### src/rtl/apb_pkg.sv
// Shared types and default geometry for the APB register-file completer.
package apb_pkg;

  localparam int ADDR_W_DEF = 2;
  localparam int DATA_W_DEF = 2;
  localparam int RO_ADDR    = (2 ** ADDR_W_DEF) - 1;

  typedef enum logic {
    ST_IDLE   = 1'b0,
    ST_ACCESS = 1'b1
  } apb_state_e;

endpackage

### src/rtl/apb_regfile.sv
// Writable registers below the top address plus a wrapping transfer counter
// that is readable at the top address.
module apb_regfile #(
  parameter int ADDR_W = 2,
  parameter int DATA_W = 2
) (
  input  logic              clk,
  input  logic              rst,
  input  logic              we,
  input  logic [ADDR_W-1:0] waddr,
  input  logic [DATA_W-1:0] wdata,
  input  logic              inc,
  input  logic [ADDR_W-1:0] raddr,
  output logic [DATA_W-1:0] rdata
);

  localparam int NREG = 2 ** ADDR_W;
  localparam logic [ADDR_W-1:0] TOP = '1;

  logic [DATA_W-1:0] mem_q [NREG-1];
  logic [DATA_W-1:0] mem_d [NREG-1];
  logic [DATA_W-1:0] cnt_q;
  logic [DATA_W-1:0] cnt_d;

  // Next register contents: writes to the counter address are ignored.
  always_comb begin
    mem_d = mem_q;
    cnt_d = cnt_q;
    if (we && (waddr != TOP)) begin
      mem_d[waddr] = wdata;
    end
    if (inc) begin
      cnt_d = cnt_q + 1'b1;
    end
  end

  // Storage and counter flops.
  always_ff @(posedge clk or posedge rst) begin
    if (rst) begin
      for (int unsigned i = 0; i < NREG - 1; i++) begin
        mem_q[i] <= '0;
      end
      cnt_q <= '0;
    end else begin
      mem_q <= mem_d;
      cnt_q <= cnt_d;
    end
  end

  // Combinational read: counter at the top address, storage elsewhere.
  always_comb begin
    rdata = '0;
    if (raddr == TOP) begin
      rdata = cnt_q;
    end else begin
      rdata = mem_q[raddr];
    end
  end

endmodule

### src/rtl/apb_modport_slave.sv
// APB3-style completer: latched setup, configurable wait states, sticky
// protocol/access error, registered response outputs.
module apb_modport_slave
  import apb_pkg::*;
#(
  parameter int ADDR_W      = ADDR_W_DEF,
  parameter int DATA_W      = DATA_W_DEF,
  parameter int WAIT_STATES = 1
) (
  input  logic              pclk,
  input  logic              preset_n,
  input  logic              pselx,
  input  logic              penable,
  input  logic              pwrite,
  input  logic [ADDR_W-1:0] paddr,
  input  logic [DATA_W-1:0] pwdata,
  output logic [DATA_W-1:0] prdata,
  output logic              pready,
  output logic              pslave_error
);

  localparam int CW = (WAIT_STATES < 2) ? 1 : $clog2(WAIT_STATES + 1);
  localparam logic [CW-1:0]     WS_INIT = CW'(WAIT_STATES);
  localparam logic [ADDR_W-1:0] TOP     = '1;

  apb_state_e        state_q, state_d;
  logic [ADDR_W-1:0] addr_q, addr_d;
  logic              write_q, write_d;
  logic [DATA_W-1:0] wdata_q, wdata_d;
  logic [CW-1:0]     wcnt_q, wcnt_d;
  logic              err_q, err_d;
  logic              pready_q, pready_d;
  logic              perr_q, perr_d;
  logic [DATA_W-1:0] prdata_q, prdata_d;

  logic              rf_we;
  logic              rf_inc;
  logic [ADDR_W-1:0] rf_raddr;
  logic [DATA_W-1:0] rf_rdata;
  logic              setup;
  logic              abort;
  logic              mismatch;

  assign setup    = pselx && !penable;
  assign abort    = !pselx || !penable;
  assign mismatch = (paddr != addr_q) || (pwrite != write_q) || (pwdata != wdata_q);

  apb_regfile #(
    .ADDR_W(ADDR_W),
    .DATA_W(DATA_W)
  ) u_regfile (
    .clk   (pclk),
    .rst   (preset_n),
    .we    (rf_we),
    .waddr (addr_q),
    .wdata (wdata_q),
    .inc   (rf_inc),
    .raddr (rf_raddr),
    .rdata (rf_rdata)
  );

  // State register and transfer datapath flops.
  always_ff @(posedge pclk or posedge preset_n) begin
    if (preset_n) begin
      state_q  <= ST_IDLE;
      addr_q   <= '0;
      write_q  <= 1'b0;
      wdata_q  <= '0;
      wcnt_q   <= '0;
      err_q    <= 1'b0;
      pready_q <= 1'b0;
      perr_q   <= 1'b0;
      prdata_q <= '0;
    end else begin
      state_q  <= state_d;
      addr_q   <= addr_d;
      write_q  <= write_d;
      wdata_q  <= wdata_d;
      wcnt_q   <= wcnt_d;
      err_q    <= err_d;
      pready_q <= pready_d;
      perr_q   <= perr_d;
      prdata_q <= prdata_d;
    end
  end

  // Next-state logic: sampled setup opens a transfer; abort or completion closes it.
  always_comb begin
    state_d = state_q;
    case (state_q)
      ST_IDLE: begin
        if (setup) begin
          state_d = ST_ACCESS;
        end
      end
      ST_ACCESS: begin
        if (abort || pready_q) begin
          state_d = ST_IDLE;
        end
      end
      default: state_d = ST_IDLE;
    endcase
  end

  // Output/datapath logic. The read port looks at paddr in IDLE so the
  // zero-wait response can be precomputed on the setup edge.
  always_comb begin
    addr_d   = addr_q;
    write_d  = write_q;
    wdata_d  = wdata_q;
    wcnt_d   = wcnt_q;
    err_d    = err_q;
    pready_d = 1'b0;
    perr_d   = 1'b0;
    prdata_d = '0;
    rf_we    = 1'b0;
    rf_inc   = 1'b0;
    rf_raddr = (state_q == ST_IDLE) ? paddr : addr_q;
    case (state_q)
      ST_IDLE: begin
        if (setup) begin
          addr_d  = paddr;
          write_d = pwrite;
          wdata_d = pwdata;
          wcnt_d  = WS_INIT;
          err_d   = pwrite && (paddr == TOP);
          if (WAIT_STATES == 0) begin
            pready_d = 1'b1;
            perr_d   = err_d;
            prdata_d = (err_d || pwrite) ? '0 : rf_rdata;
          end
        end
      end
      ST_ACCESS: begin
        if (abort) begin
          err_d  = 1'b0;
          wcnt_d = '0;
        end else if (!pready_q) begin
          err_d  = err_q || mismatch;
          wcnt_d = wcnt_q - 1'b1;
          if (wcnt_q == CW'(1)) begin
            pready_d = 1'b1;
            perr_d   = err_d;
            prdata_d = (err_d || write_q) ? '0 : rf_rdata;
          end
        end else begin
          // Commit decision follows the error already reported to the requester.
          rf_we  = write_q && !err_q;
          rf_inc = 1'b1;
          err_d  = 1'b0;
        end
      end
      default: ;
    endcase
  end

  assign prdata       = prdata_q;
  assign pready       = pready_q;
  assign pslave_error = perr_q;

endmodule

### config.mk
export PLATFORM = sky130hd
export DESIGN_NAME = apb_modport_slave
export DESIGN_NICKNAME = d
export VERILOG_FILES = /design/src/rtl/apb_pkg.sv /design/src/rtl/apb_regfile.sv /design/src/rtl/apb_modport_slave.sv
export SDC_FILE = /design/constraint.sdc
export NUM_CORES = 1
export LEC_CHECK = 0
export CAP_MARGIN = 5
export CORE_ASPECT_RATIO = 1.2
export CORE_MARGIN = 8
export CORE_UTILIZATION = 35
export CTS_CLUSTER_SIZE = 12
export DETAILED_ROUTE_END_ITERATION = 16
export PLACE_DENSITY = 0.67
export SLEW_MARGIN = 20
export SYNTH_ARGS = -nofsm -noshare
export SYNTH_HDL_FRONTEND = slang
export SYNTH_SLANG_ARGS = --single-unit
### constraint.sdc
create_clock -name pclk -period 1.37 [get_ports pclk]
set_input_delay 0.274 -clock pclk [delete_from_list [all_inputs] [get_ports pclk]]
set_output_delay 0.274 -clock pclk [all_outputs]
set_load 0.02 [all_outputs]
* Yosys cells after proc, flatten, opt, wreduce, memory -nomap -nowiden
Index checks and enable logic that the tools add are counted. W data, S select, Z words.
Storage, ports and cells: register bits after elaboration 20, bits of input ports 9
Operators by class: $add $sub $neg 2, magnitude comparators 3, equal/unequal tests 8, muxes and demuxes 38, bitwise operators 3, reductions and logical operators 16
Operators with widths (count):
- $mux W1 | 22
- $mux W2 | 10
- $bwmux W6 | 1
- $ge A3 B3 Y1 const B | 2
- $logic_or A1 B1 Y1 | 6
- $not A2 Y3 | 2
- $pmux W1 S2 | 3
- $logic_and A1 B1 Y1 | 5
- $bmux W2 S2 | 1
- $demux W2 S2 | 1
- $eq A2 B2 Y1 const B | 2
- $ne A2 B2 Y1 | 2
- $ne A2 B2 Y1 const B | 2
- $reduce_and A2 Y1 | 2
- $logic_not A1 Y1 | 3
- $lt A3 B1 Y1 const B | 1
- $ne A3 B2 Y1 const B | 1
- $add A2 B1 Y2 const B | 1
- $ne A1 B1 Y1 | 1
- $not A1 Y1 | 1
- $sub A1 B1 Y1 const B | 1

* Longest topological paths before layout
Gate-level depths: netlist of run 1.
depth in word-level cells 11, mapped depth 5, depth with buffers taken out 4

* Modules after synthesis
A second synthesis of run 1 with hierarchy kept.
Unflattened totals: cells, all modules 75, area total of the unflattened synthesis 1004.7 µm²
Modules (own cells, without submodules):
- apb_modport_slave | instances 1, cells an instance 52, area each 631.9 µm², seq. area each 300.3 µm²
- apb_regfile | instances 1, cells an instance 23, area each 372.9 µm², seq. area each 200.2 µm²

* Least setup slack after synthesis of run 1
Ideal clock, no wire load.
kind flip-flop to flip-flop, start point register pready_q (netlist: pready), end point register u_regfile.mem_q[2] (netlist bit), library setup time 125 ps, arrival time 1406 ps, data required time 1245 ps, slack -161 ps, stages on the path, launching flop included 5, cells stage by stage dfrtp_1 -> and4_4 -> nand3b_4 -> nor3b_2 -> mux2_2
Between the ends: cells in the longest elaborated chain, start to end 4
RTL lines:
- start, declared | RTL line apb_modport_slave.sv:32 | logic pready_q, pready_d;
- start signal, assigned | RTL line apb_modport_slave.sv:81 | pready_q <= pready_d;
- $mux W1 | RTL line apb_modport_slave.sv:138 | end else if (!pready_q) begin
- $mux W1 | RTL line apb_modport_slave.sv:135 | if (abort) begin
- $mux W1 | RTL line apb_modport_slave.sv:119 | case (state_q)
- $logic_and A1 B1 Y1 | RTL line apb_regfile.sv:29 | if (we && (waddr != TOP)) begin
- end signal, assigned | RTL line apb_regfile.sv:45 | mem_q <= mem_d;
- end, declared | RTL line apb_regfile.sv:20 | logic [DATA_W-1:0] mem_q [NREG-1];
No other way between the ends. A chain may end at the register's enable or synchronous reset.

* Worst setup path after layout of run 1
start point register state_q, end point register prdata_q[0] (netlist: prdata[0])
Between the ends: cells in the longest elaborated chain, start to end 11, elaborated cells on any way between the ends 12, classes of those cells eq/ne: 1; mux: 10; bitwise: 1
RTL lines:
- start, declared | RTL line apb_modport_slave.sv:26 | apb_state_e state_q, state_d;
- start signal, assigned | RTL line apb_modport_slave.sv:75 | state_q <= state_d;
- $mux W2 | RTL line apb_modport_slave.sv:118 | rf_raddr = (state_q == ST_IDLE) ? paddr : addr_q;
- $not A2 Y3 (implied by the code) | RTL line apb_regfile.sv:56 | rdata = mem_q[raddr];
- $bmux W2 S2 | RTL line apb_regfile.sv:56
- $mux W2 (implied by the code) (2 in a row) | RTL line apb_regfile.sv:56
- $mux W2 | RTL line apb_regfile.sv:53 | if (raddr == TOP) begin
- $mux W2 | RTL line apb_modport_slave.sv:144 | prdata_d = (err_d || write_q) ? '0 : rf_rdata;
- $mux W2 | RTL line apb_modport_slave.sv:141 | if (wcnt_q == CW'(1)) begin
- $mux W2 | RTL line apb_modport_slave.sv:138
- $mux W2 | RTL line apb_modport_slave.sv:135
- $mux W2 (*) | RTL line apb_modport_slave.sv:119
- named net prdata_d[0] | RTL line apb_modport_slave.sv:34 | logic [DATA_W-1:0] prdata_q, prdata_d;
- end signal, assigned | RTL line apb_modport_slave.sv:83 | prdata_q <= prdata_d;
- end, declared | RTL line apb_modport_slave.sv:34
The timed path passes the listed nets; every way through them passes the cells marked *. The select of a mux whose other input is x is not followed.

==> run metrics, run 1 <==
failing checks setup timing; Syn Nets 84; clk sinks 20; CTS Buffer Depth 2; worst setup margin -0.157 ns; RSZ-0062 raised after global routing true; first-pass GRT wire length 3.63 mm; FF+latch count, synth 20; Pins Over Slew Limit 0; CP Cell Sequence mux2i_2 > mux4_2 > nor2b_1; Pleak 0.670 nW; post-synthesis simple-gate area fraction 18.1%; # IOs 13; Achievable Freq 655 MHz; Num CTS Buffers 3; Final period util 111%; post-layout power 1.50 mW; largest family of logic cells by synthesized area multiplexers; Area contributors post-synth dfrtp_1, mux2_2, mux4_2; Total Nets Final 118; Yosys top cell by area dfrtp_1; wire per inst 14.3 µm; Setup CP Type flop to flop; DIE WIDTH 64.3 µm; status finished, violations left; Hold/Removal Path Class primary input to async pin; Final Hold Violating Endpoints 0; diode count 0; Area Overhead vs Synth 42.5%; initial antenna violation count 0; Worst-Skew Late Latency 0.30 ns; Total GRT Usage 9.54%; Synth top area share 51.1%; Gate Count Post-Synth 75; clock slew at reported path FFs 0.12 ns; Seq/Total Area, Yosys 51.1%; worst-margin pin slew 0.259 ns; Slew Limit Headroom 82.4%; CP Capture Type flop; Die H 74.0 µm; Initial Utilization 35.9%; layout cells sized above 1 48.1%; Critical Path Fanout Max 4; Power Dens Cells 1070 nW/µm²; clock period minus worst slack 1.53 ns; row count 21; Max VDD drop 751 µV; multiplexer share of the synthesized area 19.3%; 1st-pass router iterations 3; Compound-Gate Fraction of Synth Area 3.32%; Max-cap violations 0; final setup vio count 14; Largest stage delay, worst path 0.52 ns; Adder-Cell Fraction of Synth Area 0%; Avg Synthesized Cell Area 13.1 µm²; crit path max-delay cell type mux4_2; pre-CTS WS -0.467 ns; grt total ovfl 0; via count 673; DR vias/cell 4.74; most common library cells after synthesis dfrtp_1, mux2_2, xor2_1; Placer Congestion 0.787; CTS Root Buffer Type clkbuf_4; Yosys warning total 0; Setup crit start kind flop; full die area 4750 µm²; Main synth FF type dfrtp_1; pin count of the biggest net entering global routing 21; Synth Area in XOR/XNOR 6.26%; DRC 0; CP arrival 1.73 ns; initial DRC count 7; Yosys cell types 30; Detailed Place HPWL 1.45 mm; CTS tree built; WP data required 1.57 ns; port bufs 12; ys async rst share 100%; final wirelength 2.03 mm; most common cell in the netlist dfrtp_1; CTS HTree Levels 1; EDFF count, synth 0; Placeable Area 2730 µm²; Worst Skew 0.00321 ns; vias in the first global route 781; Post-Syn Area 980 µm²; DRT antenna net count 0
sequential cells by signal, summed over array words and instances, names as in the netlist, 2 cells and up:
name / flops
u_regfile.mem_q: 6
addr_q: 2
prdata: 2
u_regfile.cnt_q: 2
wdata_q: 2
power breakdown:
group / internal [mW] / total (mW) / leakage, nW / switching, mW
registers: 0.636 / 0.691 / 0.261 / 0.0552
clock network: 0.295 / 0.493 / 0.0279 / 0.198
logic: 0.187 / 0.312 / 0.382 / 0.126
critical path, delay by kind of cell (launching register included):
family           cells  cell delay [ns]
multiplexers         2             0.84
AND/OR/NAND/NOR      1             0.14
flip-flops           1             0.45
metrics by stage:
step | utilization (%) | cells | setup TNS, ns | cell area [µm²] | hold slack, ns
after floorplan | - | 75 | -0.603 | 993 | 0.238
after global placement | 45.7 | 134 | -5.60 | 1250 | 0.464
after detailed placement | 45.7 | 134 | -5.92 | 1250 | 0.478
after CTS | 49.9 | 141 | -1.80 | 1360 | 0.286
after global routing | 51.1 | 142 | -2.65 | 1400 | 0.305
final | 51.1 | 142 | -1.75 | 1400 | 0.276
kinds of logic (layout without fill, tap and decap cells):
| group | after synthesis | after routing |
|---|---|---|
| AO/OA/AOI/OAI | 5 | 5 |
| XOR/XNOR | 7 | 7 |
| buffers and inverters | 3 | 36 |
| flip-flops | 20 | 20 |
| multiplexers | 15 | 15 |
| AND/OR/NAND/NOR | 25 | 25 |
per-layer routing:
layer / wire (µm) / GRT usage [%] / share of wire, % / vias to the layer above
met5: 0 / 0 / 0 / -
met4: 45 / 4.61 / 2.2 / 0
met3: 82 / 3.01 / 4.0 / 4
met2: 1030 / 16.3 / 51 / 9
met1: 874 / 10.6 / 43 / 327
li1: - / - / - / 333
final cells by class:
type | count | area, µm²
Multi-Input combinational cell | 52 | 542
Tap cell | 34 | 42.5
Inverter | 2 | 7.51
Fill cell | 253 | 1340
Timing Repair Buffer | 30 | 249
Clock inverter | 1 | 30.0
Sequential cell | 20 | 503
Clock buffer | 3 | 22.5
path summary, 6_finish.rpt:
| path | startpoint | end | slack [ns] | depth (start not counted) |
|---|---|---|---|---|
| min reg2reg | u_regfile.cnt_q[0] | u_regfile.cnt_q[0] | 0.50 | 1 |
| max | state_q | prdata[0] | -0.16 | 3 |
| max reg2reg | state_q | prdata[0] | -0.16 | 3 |
| min | preset_n | prdata[1] | 0.28 | 3 |
| min in group pclk | u_regfile.cnt_q[0] | u_regfile.cnt_q[0] | 0.50 | 1 |
| max in group asynchronous | preset_n | state_q | 0.87 | 3 |
timing repair:
| action | CTS | global route |
|---|---|---|
| endpoints found under the setup margin | 18 | 17 |
| hold buffers | 0 | 0 |
| setup buffers | 3 | 1 |
| gates resized for setup | 18 | 7 |
| pin swaps | 4 | 6 |
placed cells by master, fill, tap and decap left out, types with 2 or more instances in the layout:
| cell | Yosys | final |
|---|---|---|
| inv_1 | 2 | 2 |
| xor2_1 | 5 | 4 |
| nand3_1 | 2 | 2 |
| nor3_2 | 1 | 2 |
| dlygate4sd2_1 | 0 | 4 |
| mux2i_2 | 0 | 2 |
| nor3b_4 | 0 | 2 |
| mux2_2 | 11 | 3 |
| mux4_2 | 2 | 2 |
| dfrtp_1 | 20 | 18 |
| xnor2_1 | 2 | 2 |
| nor2_1 | 2 | 2 |
| buf_4 | 0 | 17 |
| nor2b_1 | 3 | 3 |
| mux2_4 | 0 | 8 |
| clkdlybuf4s50_1 | 0 | 7 |
| clkbuf_4 | 0 | 3 |
| nand2_1 | 4 | 4 |
| dfrtp_2 | 0 | 2 |
No activity file was read; power rests on OpenSTA's default activity.
==> run 2: changes to the inputs <==
--- a/config.mk
+++ b/config.mk
@@ -5,10 +5,12 @@
 export SDC_FILE = /design/constraint.sdc
 export NUM_CORES = 1
 export LEC_CHECK = 0
+export ABC_CLOCK_PERIOD_IN_PS = 1370
 export CAP_MARGIN = 5
 export CORE_ASPECT_RATIO = 1.2
-export CORE_MARGIN = 8
+export CORE_MARGIN = 10
 export CORE_UTILIZATION = 35
+export CTS_CLUSTER_DIAMETER = 200
 export CTS_CLUSTER_SIZE = 12
 export DETAILED_ROUTE_END_ITERATION = 16
 export PLACE_DENSITY = 0.67
==> run metrics, run 2 (same netlist as run 1, synthesis figures left out) <==
status finished, violations left; failing checks setup timing; CP arrival 1.78 ns; Switching Fraction 24.8%; CTS Buffer Depth 2; Crit. Startpoint state_q; CTS tree built; full die area 5320 µm²; CP Capture Type flop; WP data required 1.57 ns; Placer Congestion 0.772; Setup CP Type flop to flop; pin count of the biggest net entering global routing 21; post-layout power 1.49 mW; CTS Root Buffer Type clkbuf_4; Placeable Area 2600 µm²; Final period util 115%; row count 20; DRT antenna net count 0; clock slew at reported path FFs 0.11 ns; Max-cap violations 0; Total GRT Usage 7.88%; wire per inst 14.9 µm; clock share of power 32.3%; Worst Skew 0.00210 ns; port bufs 12; Num CTS Buffers 3; commonest non-fill, non-tap cells in the layout dfrtp_1, buf_4, mux2_2, clkdlybuf4s50_1; Area Overhead vs Synth 39.8%; Sequential Power Share 46.5%; Hold Buf Count CTS 0; final wirelength 2.06 mm; Pleak 0.654 nW; Comb pwr share 21.1%; clk sinks 20; Max VDD drop 936 µV; Switch Pwr 0.368 mW; Pins Over Slew Limit 0; 1st-pass router iterations 4; fillers 238; clock period minus worst slack 1.58 ns; number of flip-flops in the largest register 6; most common cell after layout, fill and taps aside dfrtp_1; largest reg by FF count u_regfile.mem_q; pre-CTS WS -0.491 ns; worst r2r src state_q; Worst-Skew Late Latency 0.30 ns; Power Dens Cells 1080 nW/µm²; final setup vio count 13; vias in the first global route 725; cell-internal power 1.12 mW; grt total ovfl 0; setup TNS -2.28 ns; R2R Setup Slk -0.21 ns; RSZ-0062 raised after global routing true; Final Hold Violating Endpoints 0; CTS HTree Levels 1; DIE WIDTH 68.3 µm; worst setup margin -0.208 ns; initial DRC count 20; Detailed Place HPWL 1.44 mm; Hold/Removal Path Class primary input to async pin; first-pass GRT wire length 3.30 mm; Critical Path Fanout Max 5; Final Util 52.6%; via count 674; Die H 78.0 µm; worst-margin pin slew 0.256 ns; DRC 0; DR vias/cell 4.88; # IOs 13; Initial Utilization 37.6%; Setup crit start kind flop; Slew Limit Headroom 82.9%; initial antenna violation count 0; diode count 0; Achievable Freq 634 MHz; Total Nets Final 115; layout cells sized above 1 44.8%
-- run 2: cell types whose count changed in the layout (fill, tap and decap cells not counted), sizes merged --
cell          delta
buf              -2
clkbuf           -1
dlygate4sd2      -1
dlymetal6s2s     +1
-- run 2: worst paths after layout --
| check | endpoint | cells past startpoint |
|---|---|---|
| min reg2reg | u_regfile.cnt_q[1] | 1 |
| min | u_regfile.cnt_q[0] | 3 |
| max | u_regfile.mem_q[0] | 4 |
| min in group pclk | addr_q[1] | 3 |
| max in group asynchronous | state_q | 3 |
| max reg2reg | u_regfile.mem_q[0] | 4 |
-- run 2: per-layer routing --
| layer | GRT usage, % | vias to the layer above | wire length, µm |
|---|---|---|---|
| met5 | 0 | - | 0 |
| met4 | 3.02 | 0 | 25 |
| met3 | 2.30 | 4 | 93 |
| met2 | 12.0 | 16 | 1060 |
| met1 | 10.1 | 328 | 876 |
| li1 | - | 326 | - |
-- run 2: layout make-up --
class | instances | area (µm²) | share of cell area, %
clock buffers | 3 | 22.5 | 1.64
clock inverters | 1 | 30.0 | 2.19
inverters | 2 | 7.51 | 0.548
multi-input cells | 52 | 523 | 38.2
flip-flops and latches | 20 | 503 | 36.7
well taps | 33 | 41.3 | 3.01
repair buffers | 27 | 243 | 17.7
-- run 2: power groups by stage --
| stage | clock (mW) | sequential [mW] | combinational [mW] |
|---|---|---|---|
| finish | 0.480 | 0.691 | 0.314 |
| global route | 0.533 | 0.700 | 0.340 |
| CTS | 0.507 | 0.683 | 0.274 |
| detailed placement | 0 | 0.691 | 0.259 |
| global placement | 0 | 0.692 | 0.252 |
| floorplan | 0 | 0.696 | 0.138 |
-- run 2: metrics by stage --
stage                     instance area [µm²]  hold slack, ns  std cells
after floorplan                           993           0.238         75
after global placement                   1240           0.462        132
after detailed placement                 1240           0.463        132
after CTS                                1310           0.282        137
after global routing                     1370           0.283        138
final                                    1370           0.282        138
-- run 2: worst max-delay path: stages (launching register included) --
cell and delay, ns:
dfrtp_2 0.48, and4_4 0.28, nand3b_4 0.13, nor3b_4 0.23, mux2_2 0.36
-- run 2: repair_timing --
| action | in CTS | in global routing |
|---|---|---|
| gates resized for setup | 11 | 7 |
| setup endpoints to repair | 19 | 15 |
| pin swaps | 4 | 6 |
| setup buffers | 1 | 1 |
